==> config.mk <==
export PLATFORM = sky130hd
export DESIGN_NAME = health_bar_renderer_flat
export DESIGN_NICKNAME = d
export VERILOG_FILES = /design/src/rtl/fighter_gfx_pkg.sv /design/src/rtl/health_bar_renderer_if.sv /design/src/rtl/health_bar_renderer_hp_animator.sv /design/src/rtl/health_bar_renderer.sv /design/src/flat_wrapper.sv
export SDC_FILE = /design/constraint.sdc
export NUM_CORES = 1
export LEC_CHECK = 0
export ABC_CLOCK_PERIOD_IN_PS = 5900
export BUFFER_PORTS_ARGS = -buffer_cell sky130_fd_sc_hd__buf_4
export CORE_MARGIN = 4
export CORE_UTILIZATION = 45
export DETAILED_ROUTE_END_ITERATION = 16
export GPL_ROUTABILITY_DRIVEN = 0
export HOLD_SLACK_MARGIN = 0.12
export PLACE_DENSITY_LB_ADDON = 0.25
export SETUP_SLACK_MARGIN = 0.3
export SYNTH_ARGS = -nofsm -noshare
export SYNTH_HDL_FRONTEND = slang
export SYNTH_SLANG_ARGS = --single-unit
==> constraint.sdc <==
create_clock -name clk -period 5.9 [get_ports clk]
set_clock_uncertainty 0.1 [all_clocks]
set_input_delay 1.18 -clock clk [delete_from_list [all_inputs] [get_ports clk]]
set_output_delay 1.18 -clock clk [all_outputs]
set_load 0.01 [all_outputs]
==> src/rtl/fighter_gfx_pkg.sv <==
// Shared definitions for the fighter graphics pixel stages.
// Contents:
//   SPR_W/SPR_H  sprite dimensions in pixels
//   COLOR_W      colour width (4 bits per R/G/B channel)
//   HP_W         health value width
//   hp_state_e   health animation state encoding
//   dim()        halves every colour channel independently
package fighter_gfx_pkg;

  localparam int SPR_W   = 64;
  localparam int SPR_H   = 64;
  localparam int COLOR_W = 12;
  localparam int HP_W    = 7;

  typedef enum logic [1:0] {
    IDLE  = 2'd0,
    DRAIN = 2'd1,
    HEAL  = 2'd2,
    KO    = 2'd3
  } hp_state_e;

  // Shift each 4-bit channel right by one; the injected zero at the top of
  // each nibble keeps channels from bleeding into their neighbour.
  function automatic logic [COLOR_W-1:0] dim(input logic [COLOR_W-1:0] c);
    return {1'b0, c[11:9], 1'b0, c[7:5], 1'b0, c[3:1]};
  endfunction

endpackage

==> src/rtl/health_bar_renderer_if.sv <==
// Signal bundle between the player-level logic and the health bar renderer.
// Pixel side : video_on, x, y in; rom_row/rom_col out to the sprite ROM,
//              rom_data back from it; rgb_out/bar_on to the pixel mux.
// Health side: frame_tick, hp_load, hp_target_in in; hp_shown, ko out.
// Modports   : slave = the renderer, master = whoever drives it.
interface health_bar_renderer_if;
  import fighter_gfx_pkg::*;

  logic               video_on;
  logic [9:0]         x;
  logic [9:0]         y;
  logic               frame_tick;
  logic               hp_load;
  logic [HP_W-1:0]    hp_target_in;
  logic [5:0]         rom_row;
  logic [5:0]         rom_col;
  logic [COLOR_W-1:0] rom_data;
  logic [COLOR_W-1:0] rgb_out;
  logic               bar_on;
  logic [HP_W-1:0]    hp_shown;
  logic               ko;

  modport slave (
    input  video_on, x, y, frame_tick, hp_load, hp_target_in, rom_data,
    output rom_row, rom_col, rgb_out, bar_on, hp_shown, ko
  );

  modport master (
    output video_on, x, y, frame_tick, hp_load, hp_target_in, rom_data,
    input  rom_row, rom_col, rgb_out, bar_on, hp_shown, ko
  );

endinterface

==> src/rtl/health_bar_renderer_hp_animator.sv <==
// Health animation: walks the displayed health toward the latched target
// one point every STEP_FRAMES frame ticks, and flags knock-out.
// Ports:
//   clk, reset_n        pixel clock, asynchronous active-low reset
//   frame_tick          one pulse per frame
//   hp_load             latch hp_target_in (clamped to MAX_HP)
//   hp_target_in        requested health
//   hp_shown            displayed health (registered)
//   ko                  one-cycle pulse on the cycle health first shows 0
module hp_animator
  import fighter_gfx_pkg::*;
#(
  parameter logic [HP_W-1:0] MAX_HP      = 7'd64,
  parameter logic [3:0]      STEP_FRAMES = 4'd2
) (
  input  logic            clk,
  input  logic            reset_n,
  input  logic            frame_tick,
  input  logic            hp_load,
  input  logic [HP_W-1:0] hp_target_in,
  output logic [HP_W-1:0] hp_shown,
  output logic            ko
);

  hp_state_e       state_q, state_d;
  logic [3:0]      cnt_q, cnt_d;
  logic [HP_W-1:0] hp_q, hp_d;
  logic [HP_W-1:0] target_q, target_d;
  logic            ko_q, ko_d;
  logic [HP_W-1:0] clamped;
  logic [HP_W-1:0] next_hp;

  assign clamped = (hp_target_in > MAX_HP) ? MAX_HP : hp_target_in;

  always_ff @(posedge clk or negedge reset_n) begin
    if (!reset_n) begin
      state_q  <= IDLE;
      cnt_q    <= '0;
      hp_q     <= MAX_HP;
      target_q <= MAX_HP;
      ko_q     <= 1'b0;
    end else begin
      state_q  <= state_d;
      cnt_q    <= cnt_d;
      hp_q     <= hp_d;
      target_q <= target_d;
      ko_q     <= ko_d;
    end
  end

  always_comb begin
    state_d  = state_q;
    cnt_d    = cnt_q;
    hp_d     = hp_q;
    target_d = target_q;
    ko_d     = 1'b0;
    next_hp  = hp_q;

    if (hp_load) begin
      // A load restarts the step cadence; a coincident tick is dropped.
      target_d = clamped;
      cnt_d    = '0;
      if (state_q == KO && clamped == '0) begin
        state_d = KO;   // re-loading zero while down must not re-pulse ko
      end else if (clamped < hp_q) begin
        state_d = DRAIN;
      end else if (clamped > hp_q) begin
        state_d = HEAL;
      end else begin
        state_d = IDLE;
      end
    end else if ((state_q == DRAIN || state_q == HEAL) && frame_tick) begin
      if (cnt_q == STEP_FRAMES - 4'd1) begin
        cnt_d   = '0;
        // Direction is only entered when target differs from hp, so the
        // step can never wrap below 0 or climb past MAX_HP.
        next_hp = (state_q == DRAIN) ? hp_q - 7'd1 : hp_q + 7'd1;
        hp_d    = next_hp;
        if (next_hp == target_q) begin
          if (state_q == DRAIN && next_hp == '0) begin
            state_d = KO;
            ko_d    = 1'b1;
          end else begin
            state_d = IDLE;
          end
        end
      end else begin
        cnt_d = cnt_q + 4'd1;
      end
    end
  end

  assign hp_shown = hp_q;
  assign ko       = ko_q;

endmodule

==> src/rtl/health_bar_renderer.sv <==
// Health bar pixel stage. Maps the scan position onto the 64x64 sprite ROM,
// waits out the ROM's one-cycle read latency, then shades each opaque pixel
// full-bright left of the displayed health and dimmed to its right.
// Ports:
//   clk, reset_n  pixel clock, asynchronous active-low reset
//   bus           renderer side of health_bar_renderer_if
// Latency from x/y to rgb_out/bar_on is two clocks.
module health_bar_renderer
  import fighter_gfx_pkg::*;
#(
  parameter logic [9:0]         X_POS       = 10'd16,
  parameter logic [9:0]         Y_POS       = 10'd16,
  parameter logic [HP_W-1:0]    MAX_HP      = 7'd64,
  parameter logic [COLOR_W-1:0] TRANSPARENT = 12'h000,
  parameter logic [3:0]         STEP_FRAMES = 4'd2
) (
  input  logic                  clk,
  input  logic                  reset_n,
  health_bar_renderer_if.slave  bus
);

  logic [9:0]         dx, dy;
  logic               in_box;
  logic               in_box_q, in_box_d;
  logic [5:0]         col_q, col_d;
  logic               bar_on_q, bar_on_d;
  logic [COLOR_W-1:0] rgb_q, rgb_d;
  logic [HP_W-1:0]    hp_shown;
  logic               ko;

  // Stage 0: offsets into the sprite. The ">= POS" test guarantees the
  // subtraction did not wrap, so the upper offset bits being zero is
  // exactly "within 64 pixels of the edge".
  always_comb begin
    dx     = bus.x - X_POS;
    dy     = bus.y - Y_POS;
    in_box = bus.video_on &&
             (bus.x >= X_POS) && (dx[9:6] == 4'd0) &&
             (bus.y >= Y_POS) && (dy[9:6] == 4'd0);
  end

  assign bus.rom_row = dy[5:0];
  assign bus.rom_col = dx[5:0];

  // Stage 1 travels alongside the ROM's address register; stage 2 sees
  // rom_data for the same pixel.
  always_comb begin
    in_box_d = in_box;
    col_d    = dx[5:0];
    bar_on_d = in_box_q && (bus.rom_data != TRANSPARENT);
    rgb_d    = '0;
    if (bar_on_d) begin
      rgb_d = ({1'b0, col_q} < hp_shown) ? bus.rom_data : dim(bus.rom_data);
    end
  end

  always_ff @(posedge clk or negedge reset_n) begin
    if (!reset_n) begin
      in_box_q <= 1'b0;
      col_q    <= '0;
      bar_on_q <= 1'b0;
      rgb_q    <= '0;
    end else begin
      in_box_q <= in_box_d;
      col_q    <= col_d;
      bar_on_q <= bar_on_d;
      rgb_q    <= rgb_d;
    end
  end

  assign bus.rgb_out = rgb_q;
  assign bus.bar_on  = bar_on_q;

  hp_animator #(
    .MAX_HP      (MAX_HP),
    .STEP_FRAMES (STEP_FRAMES)
  ) u_hp_animator (
    .clk          (clk),
    .reset_n      (reset_n),
    .frame_tick   (bus.frame_tick),
    .hp_load      (bus.hp_load),
    .hp_target_in (bus.hp_target_in),
    .hp_shown     (hp_shown),
    .ko           (ko)
  );

  assign bus.hp_shown = hp_shown;
  assign bus.ko       = ko;

endmodule

==> src/flat_wrapper.sv <==
// flat-port wrapper written by rule: the top's interface ports become plain ports
module health_bar_renderer_flat import fighter_gfx_pkg::*;
#(
  parameter logic [9:0]         X_POS       = 10'd16,
  parameter logic [9:0]         Y_POS       = 10'd16,
  parameter logic [HP_W-1:0]    MAX_HP      = 7'd64,
  parameter logic [COLOR_W-1:0] TRANSPARENT = 12'h000,
  parameter logic [3:0]         STEP_FRAMES = 4'd2
)
  (clk, reset_n, bus_video_on, bus_x, bus_y, bus_frame_tick, bus_hp_load, bus_hp_target_in, bus_rom_data, bus_rom_row, bus_rom_col, bus_rgb_out, bus_bar_on, bus_hp_shown, bus_ko);
  health_bar_renderer_if bus_i ();
  input  logic clk;
  input  logic reset_n;
  input wire logic [$bits(bus_i.video_on)-1:0] bus_video_on;
  input wire logic [$bits(bus_i.x)-1:0] bus_x;
  input wire logic [$bits(bus_i.y)-1:0] bus_y;
  input wire logic [$bits(bus_i.frame_tick)-1:0] bus_frame_tick;
  input wire logic [$bits(bus_i.hp_load)-1:0] bus_hp_load;
  input wire logic [$bits(bus_i.hp_target_in)-1:0] bus_hp_target_in;
  input wire logic [$bits(bus_i.rom_data)-1:0] bus_rom_data;
  output wire logic [$bits(bus_i.rom_row)-1:0] bus_rom_row;
  output wire logic [$bits(bus_i.rom_col)-1:0] bus_rom_col;
  output wire logic [$bits(bus_i.rgb_out)-1:0] bus_rgb_out;
  output wire logic [$bits(bus_i.bar_on)-1:0] bus_bar_on;
  output wire logic [$bits(bus_i.hp_shown)-1:0] bus_hp_shown;
  output wire logic [$bits(bus_i.ko)-1:0] bus_ko;
  assign bus_i.video_on = bus_video_on;
  assign bus_i.x = bus_x;
  assign bus_i.y = bus_y;
  assign bus_i.frame_tick = bus_frame_tick;
  assign bus_i.hp_load = bus_hp_load;
  assign bus_i.hp_target_in = bus_hp_target_in;
  assign bus_i.rom_data = bus_rom_data;
  assign bus_rom_row = bus_i.rom_row;
  assign bus_rom_col = bus_i.rom_col;
  assign bus_rgb_out = bus_i.rgb_out;
  assign bus_bar_on = bus_i.bar_on;
  assign bus_hp_shown = bus_i.hp_shown;
  assign bus_ko = bus_i.ko;
  health_bar_renderer #(.X_POS(X_POS), .Y_POS(Y_POS), .MAX_HP(MAX_HP), .TRANSPARENT(TRANSPARENT), .STEP_FRAMES(STEP_FRAMES)) u_core (.clk(clk), .reset_n(reset_n), .bus(bus_i));
endmodule
* Yosys cells after proc, flatten, opt, wreduce, memory -nomap -nowiden
Cells that the tools add are included.
Storage, ports and cells: input port bits 44, output and inout port bits 33, word-level logic and storage cells 65, register bits after elaboration 41
Operators by class: order comparisons 6, bitwise logic cells 1, mux-type cells 20, eq/ne operators 5, reduce and logical (&&, ||, !) cells 19, add/subtract/negate cells 5
Operators with widths (count):
- two-way mux 12 bit | 2
- greater-or-equal comparator 10 x 5 -> 1 bit, second input constant | 2
- subtractor 10 x 5 -> 10 bit, second input constant | 2
- two-way mux 2 bit | 8
- logical NOT 7 bit | 2
- two-way mux 7 bit | 2
- two-way mux 4 bit | 3
- nonzero test 12 bit | 1
- logical AND 1 bit | 8
- logical NOT 4 bit | 2
- adder 7 x 1 -> 7 bit, second input constant | 1
- == test 7 bit | 1
- > comparator 7 bit | 1
- > comparator 7 bit, second input constant | 1
- < comparator 6 x 7 -> 1 bit | 1
- < comparator 7 bit | 1
- subtractor 7 x 1 -> 7 bit, second input constant | 1
- AND reduction 3 bit | 2
- nonzero test 2 bit | 3
- two-way mux 1 bit | 5
- adder 4 x 1 -> 4 bit, second input constant | 1
- == test 2 bit, second input constant | 2
- == test 4 x 1 -> 1 bit, second input constant | 1
- == test 2 x 1 -> 1 bit, second input constant | 1
- 2 further kinds | 2

* Logic depth before layout (Yosys ltp)
Gate-level depths: netlist (run 1).
depth in word-level cells 9, mapped depth 13, gate-level depth less buffers 11

* By module
From an unflattened synthesis (run 1), not the netlist that was laid out.
Second synthesis, totals: cells, all modules 286, area, all modules 2717.6 um^2
By module, submodules not included:
- hp_animator | area each 1719.1 um^2, instances 1, seq. area each 528.0 um^2, cells an instance 191
- health_bar_renderer | area each 998.5 um^2, instances 1, seq. area each 500.5 um^2, cells an instance 95

* Worst setup path after synthesis (run 1)
Ideal clock, no wire load.
kind register to register, start point register u_core.u_hp_animator.state_q[0], end point register u_core.u_hp_animator.state_q[0], clock period less this slack 2.917 ns, stages on the path, launching flop included 12, data required time 5.723 ns, arrival time 2.740 ns, library setup time 0.077 ns, buffers on the path 2, slack 2.983 ns, cell sequence dfrtp_1 -> ha_1 -> buf_6 -> buf_6 -> xor2_1 -> ha_1 -> a21oi_2 -> xnor2_1 -> or4_1 -> or4_1 -> o31a_1 -> a21oi_1
Between the ends: word-level cells in the longest chain between the ends 9, elaborated cells on any way between the ends 19, classes of those cells eq/ne: 4; mux: 7; reduce/logical: 8
Ends and longest elaborated chain:
- from (decl) | RTL line health_bar_renderer_hp_animator.sv:25 | hp_state_e state_q, state_d;
- from (signal assigned) | RTL line health_bar_renderer_hp_animator.sv:43 | state_q <= state_d;
- == test 2 x 1 -> 1 bit | RTL line health_bar_renderer_hp_animator.sv:72, health_bar_renderer_hp_animator.sv:77, health_bar_renderer_hp_animator.sv:80
- two-way mux 7 bit | RTL line health_bar_renderer_hp_animator.sv:77 | next_hp = (state_q == DRAIN) ? hp_q - 7'd1 : hp_q + 7'd1;
- logical NOT 7 bit | RTL line health_bar_renderer_hp_animator.sv:80 | if (state_q == DRAIN && next_hp == '0) begin
- logical AND 1 bit | RTL line health_bar_renderer_hp_animator.sv:80
- two-way mux 2 bit | RTL line health_bar_renderer_hp_animator.sv:80
- two-way mux 2 bit | RTL line health_bar_renderer_hp_animator.sv:79 | if (next_hp == target_q) begin
- two-way mux 2 bit | RTL line health_bar_renderer_hp_animator.sv:73 | if (cnt_q == STEP_FRAMES - 4'd1) begin
- two-way mux 2 bit | RTL line health_bar_renderer_hp_animator.sv:72 | end else if ((state_q == DRAIN || state_q == HEAL) && frame_tick) begin
- two-way mux 2 bit | RTL line health_bar_renderer_hp_animator.sv:59 | if (hp_load) begin
Several ways; a longest one is shown, not always the timed one. The select of a mux whose other input is x is not followed. A chain may end at the register's enable or synchronous reset.

* Worst setup path in the final report (run 1)
start point register u_core.u_hp_animator.state_q[1], end point register u_core.u_hp_animator.state_q[1]
Same word-level chain as after synthesis.

==> metrics, run 1 <==
vias in the first global route 2240; CTS max path bufs 2; Core Region 5640 um2; # diodes 0; initial antenna violation count 0; Crit. End Element flip-flop; Antenna Violating Nets Remaining 0; clock transition at the registers of the reported paths 90 ps; TritonCTS clock tree built; dpl hpwl approximately 4500 um; Crit Path Max Fanout 16; Syn Inst Count 274; Period Utilization, post-route 57.1%; Rows 27; Die Y roughly 85 um; post-synth top area share 36.4%; PD cells roughly 390 nW/um2; Worst setup SP type flip-flop; # setup viols final 0; Slew @ Worst Pin between 800 and 900 ps; sequential share of the synthesized area roughly two fifths; CTS root buffer clkbuf_8; DRT Pass-1 Iters 4; Syn Area/Cell 9.78 um2; Mapped Area 2680 um2; I/O pin cnt slightly below 80; Post-Route WL 5930 um; Avg WL per Cell 14.7 um; P_leak around 1.6 nW; Hold Crit Class reg -> reg; filler instances 515; CP arrival around 3500 ps; CTS Sinks 41; cell with the most instances after synthesis dfrtp_1; average via count per standard cell 5.46; Commonest cells post-synth 39 x dfrtp_1, 21 x ha_1, 19 x o21ai_0; max frequency ~0.30 GHz; number of library cell types mapped by synthesis 54; min Tclk post-route 3370 ps; largest net degree at the start of global routing between 40 and 50; Tot GR Track Use 17.3%; synth top area cells dfrtp_1 36%, ha_1 9.8%, xnor2_1 4.2%; post_cts resized 0; Final Hold Viols 0; layout overhead on the synthesized area 20.6%; vias 2205; unrepaired setup endpoints after global routing false; setup bufs post-CTS 0; PortBufs 68; #FFs+latches synth 41; CP required 6020 ps; Post-synth ARST share 100%; total gr overflow 0; Overall Power 1.25 mW; # DRC 0; Skew-Pair Late Insertion Delay 290 ps; starting density of the core 47.5%; worst-case vdd ir drop between 0.2 and 0.25 mV; Max Cap Viol 0; Primary FF master, synth dfrtp_1; Die X 85.2 um; full die area just over 7000 um2; CTS buffer count 5; syn nets 339; total negative slack 0 ps; H-tree depth 2; hold buffers post-CTS 0; Ys Warns 0; critical path class reg -> reg; nets 396; status finished, final reports clean; area leader, netlist dfrtp_1; first-pass GRT wire length between 10000 and 15000 um; share of layout cells above drive strength 1 between 20% and 30%; Max-slew headroom around 43%; initial drt markers a little under 80; number of enable flip-flop cells after synthesis 0; Slew Viols, Final 0
==> logic make-up after synthesis <==
group,after synthesis,synth area share [%]
DFF,41,38.4
xor gates and xnor gates,21,7.66
adders and majority gates,21,9.80
AOI/OAI and AO/OA,63,14.8
buffers and inverters,37,8.78
and+or+nand+nor,83,17.3
muxes,8,3.36
==> report_power, final <==
group / total [mW] / switching, mW / internal (mW)
clock: 0.231 / 0.104 / 0.127
combinational: 0.625 / 0.346 / 0.279
sequential: 0.395 / 0.0765 / 0.319
==> stage by stage <==
step                instances  utilization (%)  instance area [um2]  hold slack [ps]  setup slack [ps]
floorplan                 274                -                 2680              346              2980
global placement          396             55.2                 3120              369              2710
detailed placement        396             55.2                 3120              373              2570
CTS                       404             57.3                 3230              389              2550
global route              404             57.3                 3230              396              2320
finish                    404             57.3                 3230              386              2530
==> cell usage in the layout, fill, tap and decap left out, drive strengths merged, types with 2 or more instances in the layout <==
cell type  count
nand4          3
nand2b         6
a21o           5
nor3           4
nand3         14
dfrtp         39
or3            2
nand2          9
nor2b          6
xor2           7
or4b           2
or4            3
and2           2
inv           19
buf           68
and3           4
xnor2         13
clkbuf         5
o31ai          3
ha            21
o21ai         22
dfstp          2
a211oi         2
nor2          19
nor4           5
a21oi         18
mux2           8
o41ai          2
==> registers in the layout, summed over array words and instances, names as in the netlist <==
| register | cells |
|---|---|
| u_core.u_hp_animator.cnt_q | 4 |
| u_core.col_q | 6 |
| u_core.u_hp_animator.state_q | 2 |
| u_core.bus.rgb_out | 12 |
| u_core.in_box_q | 1 |
| u_core.bus.bar_on | 1 |
| u_core.u_hp_animator.target_q | 7 |
| u_core.u_hp_animator.ko | 1 |
| u_core.u_hp_animator.hp_shown | 7 |
==> area by class of cell <==
type,instances,area (um2),area share [%]
Multi-Input combinational cell,196,1420,43.8
Sequential cell,41,1030,31.8
Timing Repair Buffer,68,510,15.8
Tap cell,72,90.1,2.79
Inverter,19,71.3,2.21
Clock buffer,5,68.8,2.13
Clock inverter,3,46.3,1.43
==> worst paths after layout <==
path / cells after the start / to / slack (ps) / from
max: 10 / u_core.u_hp_animator.state_q[1] / 2530 / u_core.u_hp_animator.state_q[1]
max reg2reg: 10 / u_core.u_hp_animator.state_q[1] / 2530 / u_core.u_hp_animator.state_q[1]
min in group asynchronous: 1 / u_core.bus.rgb_out[4] / 750 / reset_n
min reg2reg: 1 / u_core.u_hp_animator.cnt_q[3] / 390 / u_core.u_hp_animator.cnt_q[3]
min: 1 / u_core.u_hp_animator.cnt_q[3] / 390 / u_core.u_hp_animator.cnt_q[3]
max in group asynchronous: 1 / u_core.u_hp_animator.target_q[6] / 4570 / reset_n
==> per-layer routing <==
metal	share of wire, %	track usage, %
met1	44	22.7
met2	48	28.5
met3	6.4	3.88
met4	1.6	5.32
met5	0	0
==> worst max-delay path: stages, from the launching register on <==
cell,delay (ps)
dfrtp_1,410
inv_1,80
ha_1,560
xor2_1,250
ha_1,240
a21oi_2,60
xnor2_1,190
or4_1,470
or4_1,510
o31a_1,280
a21oi_1,150
No activity file was read; power rests on OpenSTA's default activity.
==> run 2, diff against run 1 <==
Settings changed: ABC_CLOCK_PERIOD_IN_PS 5900 to 3200.
Clock period 5.9 ns to 3.2 ns, I/O delays scaled along.
==> run 2 against run 1 <==
Critical path depth unchanged. Fmax rose by 18%. Via count increased by 1.4%. Final cell count rose by 1.5%. Largest power group unchanged. Highest routed layer unchanged.
==> metrics, run 2 (synthesis results as in run 1) <==
Period Utilization, post-route 89.4% (+32 points); CP arrival 2990 ps (-500 ps); critical path class reg -> reg; initial drt markers 91 (+18%); Worst setup SP type flip-flop; Slew Viols, Final 0 (unchanged); # diodes 0 (unchanged); Largest register FFs 12 (unchanged); P_leak 1.60 nW (+2.2%); sequential power share 28.7% (-2.9 points); total gr overflow 0 (unchanged); Skew-Pair Late Insertion Delay 290 ps (about the same); Tot GR Track Use 17.2% (-0.087 points); r2r endpoint u_core.u_hp_animator.state_q[1]; slowest stage cell, crit path or4_4; status finished, final reports clean; largest net degree at the start of global routing 42 (unchanged); Antenna Violating Nets Remaining 0 (unchanged); I/O pin cnt 77 (unchanged); unrepaired setup endpoints after global routing true; H-tree depth 2 (unchanged); PortBufs 68 (unchanged); Crit path top cell by count a21oi_2; flop2flop setup slack 340 ps (-2190 ps); clock transition at the registers of the reported paths 80 ps (about the same); Placed Area 3160 um2 (+1.3%); dpl hpwl 4810 um (+6.2%); Worst setup startpoint u_core.u_hp_animator.state_q[1]; PD cells 736 nW/um2 (+90%); starting density of the core 47.5% (unchanged); initial antenna violation count 0 (unchanged); Post-Place Worst Slack 320 ps (-2250 ps); full die area 7250 um2 (unchanged); # setup viols final 0 (unchanged); Crit Path Max Fanout 4 (-12); min Tclk post-route 2860 ps (-508 ps); Post-Place Cells 400 (+1.0%); post-route insts no fill 410 (+1.5%); nets 402 (+1.5%); filler instances 492 (-4.5%); RR Startpoint u_core.u_hp_animator.state_q[1]; Core Region 5640 um2 (unchanged); Die X 85.2 um (unchanged); Crit. End Element flip-flop; Rows 27 (unchanged); Hold Crit Class in -> async; depth of the most critical reg-to-reg path 10 (unchanged); vias 2236 (+1.4%); design area 3330 um2 (+3.1%); CTS max path bufs 2 (unchanged); CTS Sinks 41 (unchanged); CP required 3330 ps (-2690 ps); worst-path cell chain inv_2 > ha_4 > xor2_2 > ha_2 > a21oi_2 > xnor2_2 > or4_1 > or4_4 > o31a_1 > a21oi_2; most common cell after layout, fill and taps aside buf_4; Final Hold Viols 0 (unchanged); Top Layer Used met4; worst-case vdd ir drop 0.351 mV (+53%); max frequency 0.349 GHz (+18%); slowest stage delay, CP 500 ps (-60 ps); met2 WL 3130 um (+10%); Sw Pwr 1.03 mW (+95%); total negative slack 0 ps (unchanged); internal power 1.42 mW (+96%); first-pass GRT wire length 10200 um (+0.47%); Min Hold Slack 217 ps (-168 ps); Die Y 85.2 um (unchanged); WP buf/inv 1 (unchanged); Max-slew headroom 57.7% (+15 points); CTS root buffer clkbuf_8; most frequent cells in the layout 74 x buf_4, 38 x dfrtp_1, 19 x o21ai_0; TritonCTS clock tree built; share of layout cells above drive strength 1 34.0% (+4.8 points); Slew @ Worst Pin 632 ps (-224 ps); layout overhead on the synthesized area 24.3%; met3 wire len 332 um (-12%); vias in the first global route 2308 (+3.0%); WL met1 2650 um (+1.5%); Avg WL per Cell 15.1 um (+2.7%); Switching Fraction 42.0% (-0.093 points); combinational power share 54.1% (+4.1 points); Clk pwr share 17.2% (-1.2 points); Top delay family on crit path simple AND/OR/NAND/NOR gates; Post-Route WL 6170 um (+4.2%); final worst setup slack 338 ps (-2190 ps); CTS buffer count 5 (unchanged); Max Cap Viol 0 (unchanged); DRT Pass-1 Iters 4 (unchanged); # DRC 0 (unchanged); average via count per standard cell 5.45 (about the same)
## run 2: through the flow
stage          util [%]  power [mW]
5_1_grt            59.1        2.64
2_1_floorplan         -        1.65
4_1_cts            58.0        2.37
3_5_place_dp       56.0        1.94
3_3_place_gp       56.0        1.91
6_report           59.1        2.45
## run 2: final cells by class
type                            instances  area [um2]  share of cell area (%)
Inverter                               19        71.3                    2.14
Clock inverter                          3        46.3                    1.39
Sequential cell                        41        1030                    30.9
Tap cell                               72        90.1                    2.70
Timing Repair Buffer                   74         556                    16.7
Clock buffer                            5        68.8                    2.07
Multi-Input combinational cell        196        1470                    44.1
## run 2: worst max-delay path by stage
stage                                           end  slack, ps  depth (start not counted)
global route        u_core.u_hp_animator.state_q[1]        250                         11
floorplan           u_core.u_hp_animator.state_q[0]        320                         11
detailed placement  u_core.u_hp_animator.state_q[1]        320                         10
finish              u_core.u_hp_animator.state_q[1]        340                         10
global placement    u_core.u_hp_animator.state_q[1]        430                         10
CTS                 u_core.u_hp_animator.state_q[1]        310                         10
## run 2: repair_timing
| item | 4_1_cts | 5_1_grt |
|---|---|---|
| endpoints found under the setup margin | 1 | 2 |
| pin swaps | 0 | 1 |
| hold buffers | 0 | 0 |
| resized for setup | 1 | 10 |
| setup buffers | 0 | 2 |
## run 2: power by group through the flow
stage               combinational [mW]  sequential (mW)  clock (mW)
detailed placement                1.23            0.709           0
CTS                               1.24            0.699       0.430
finish                            1.33            0.704       0.421
global placement                  1.20            0.705           0
floorplan                        0.968            0.678           0
global route                      1.47            0.719       0.453
## run 2: layer usage
metal  GRT usage, %  vias up
li1               -     1083
met1           22.1     1078
met2           29.1       65
met3           4.08       10
met4           4.75        0
met5              0        -
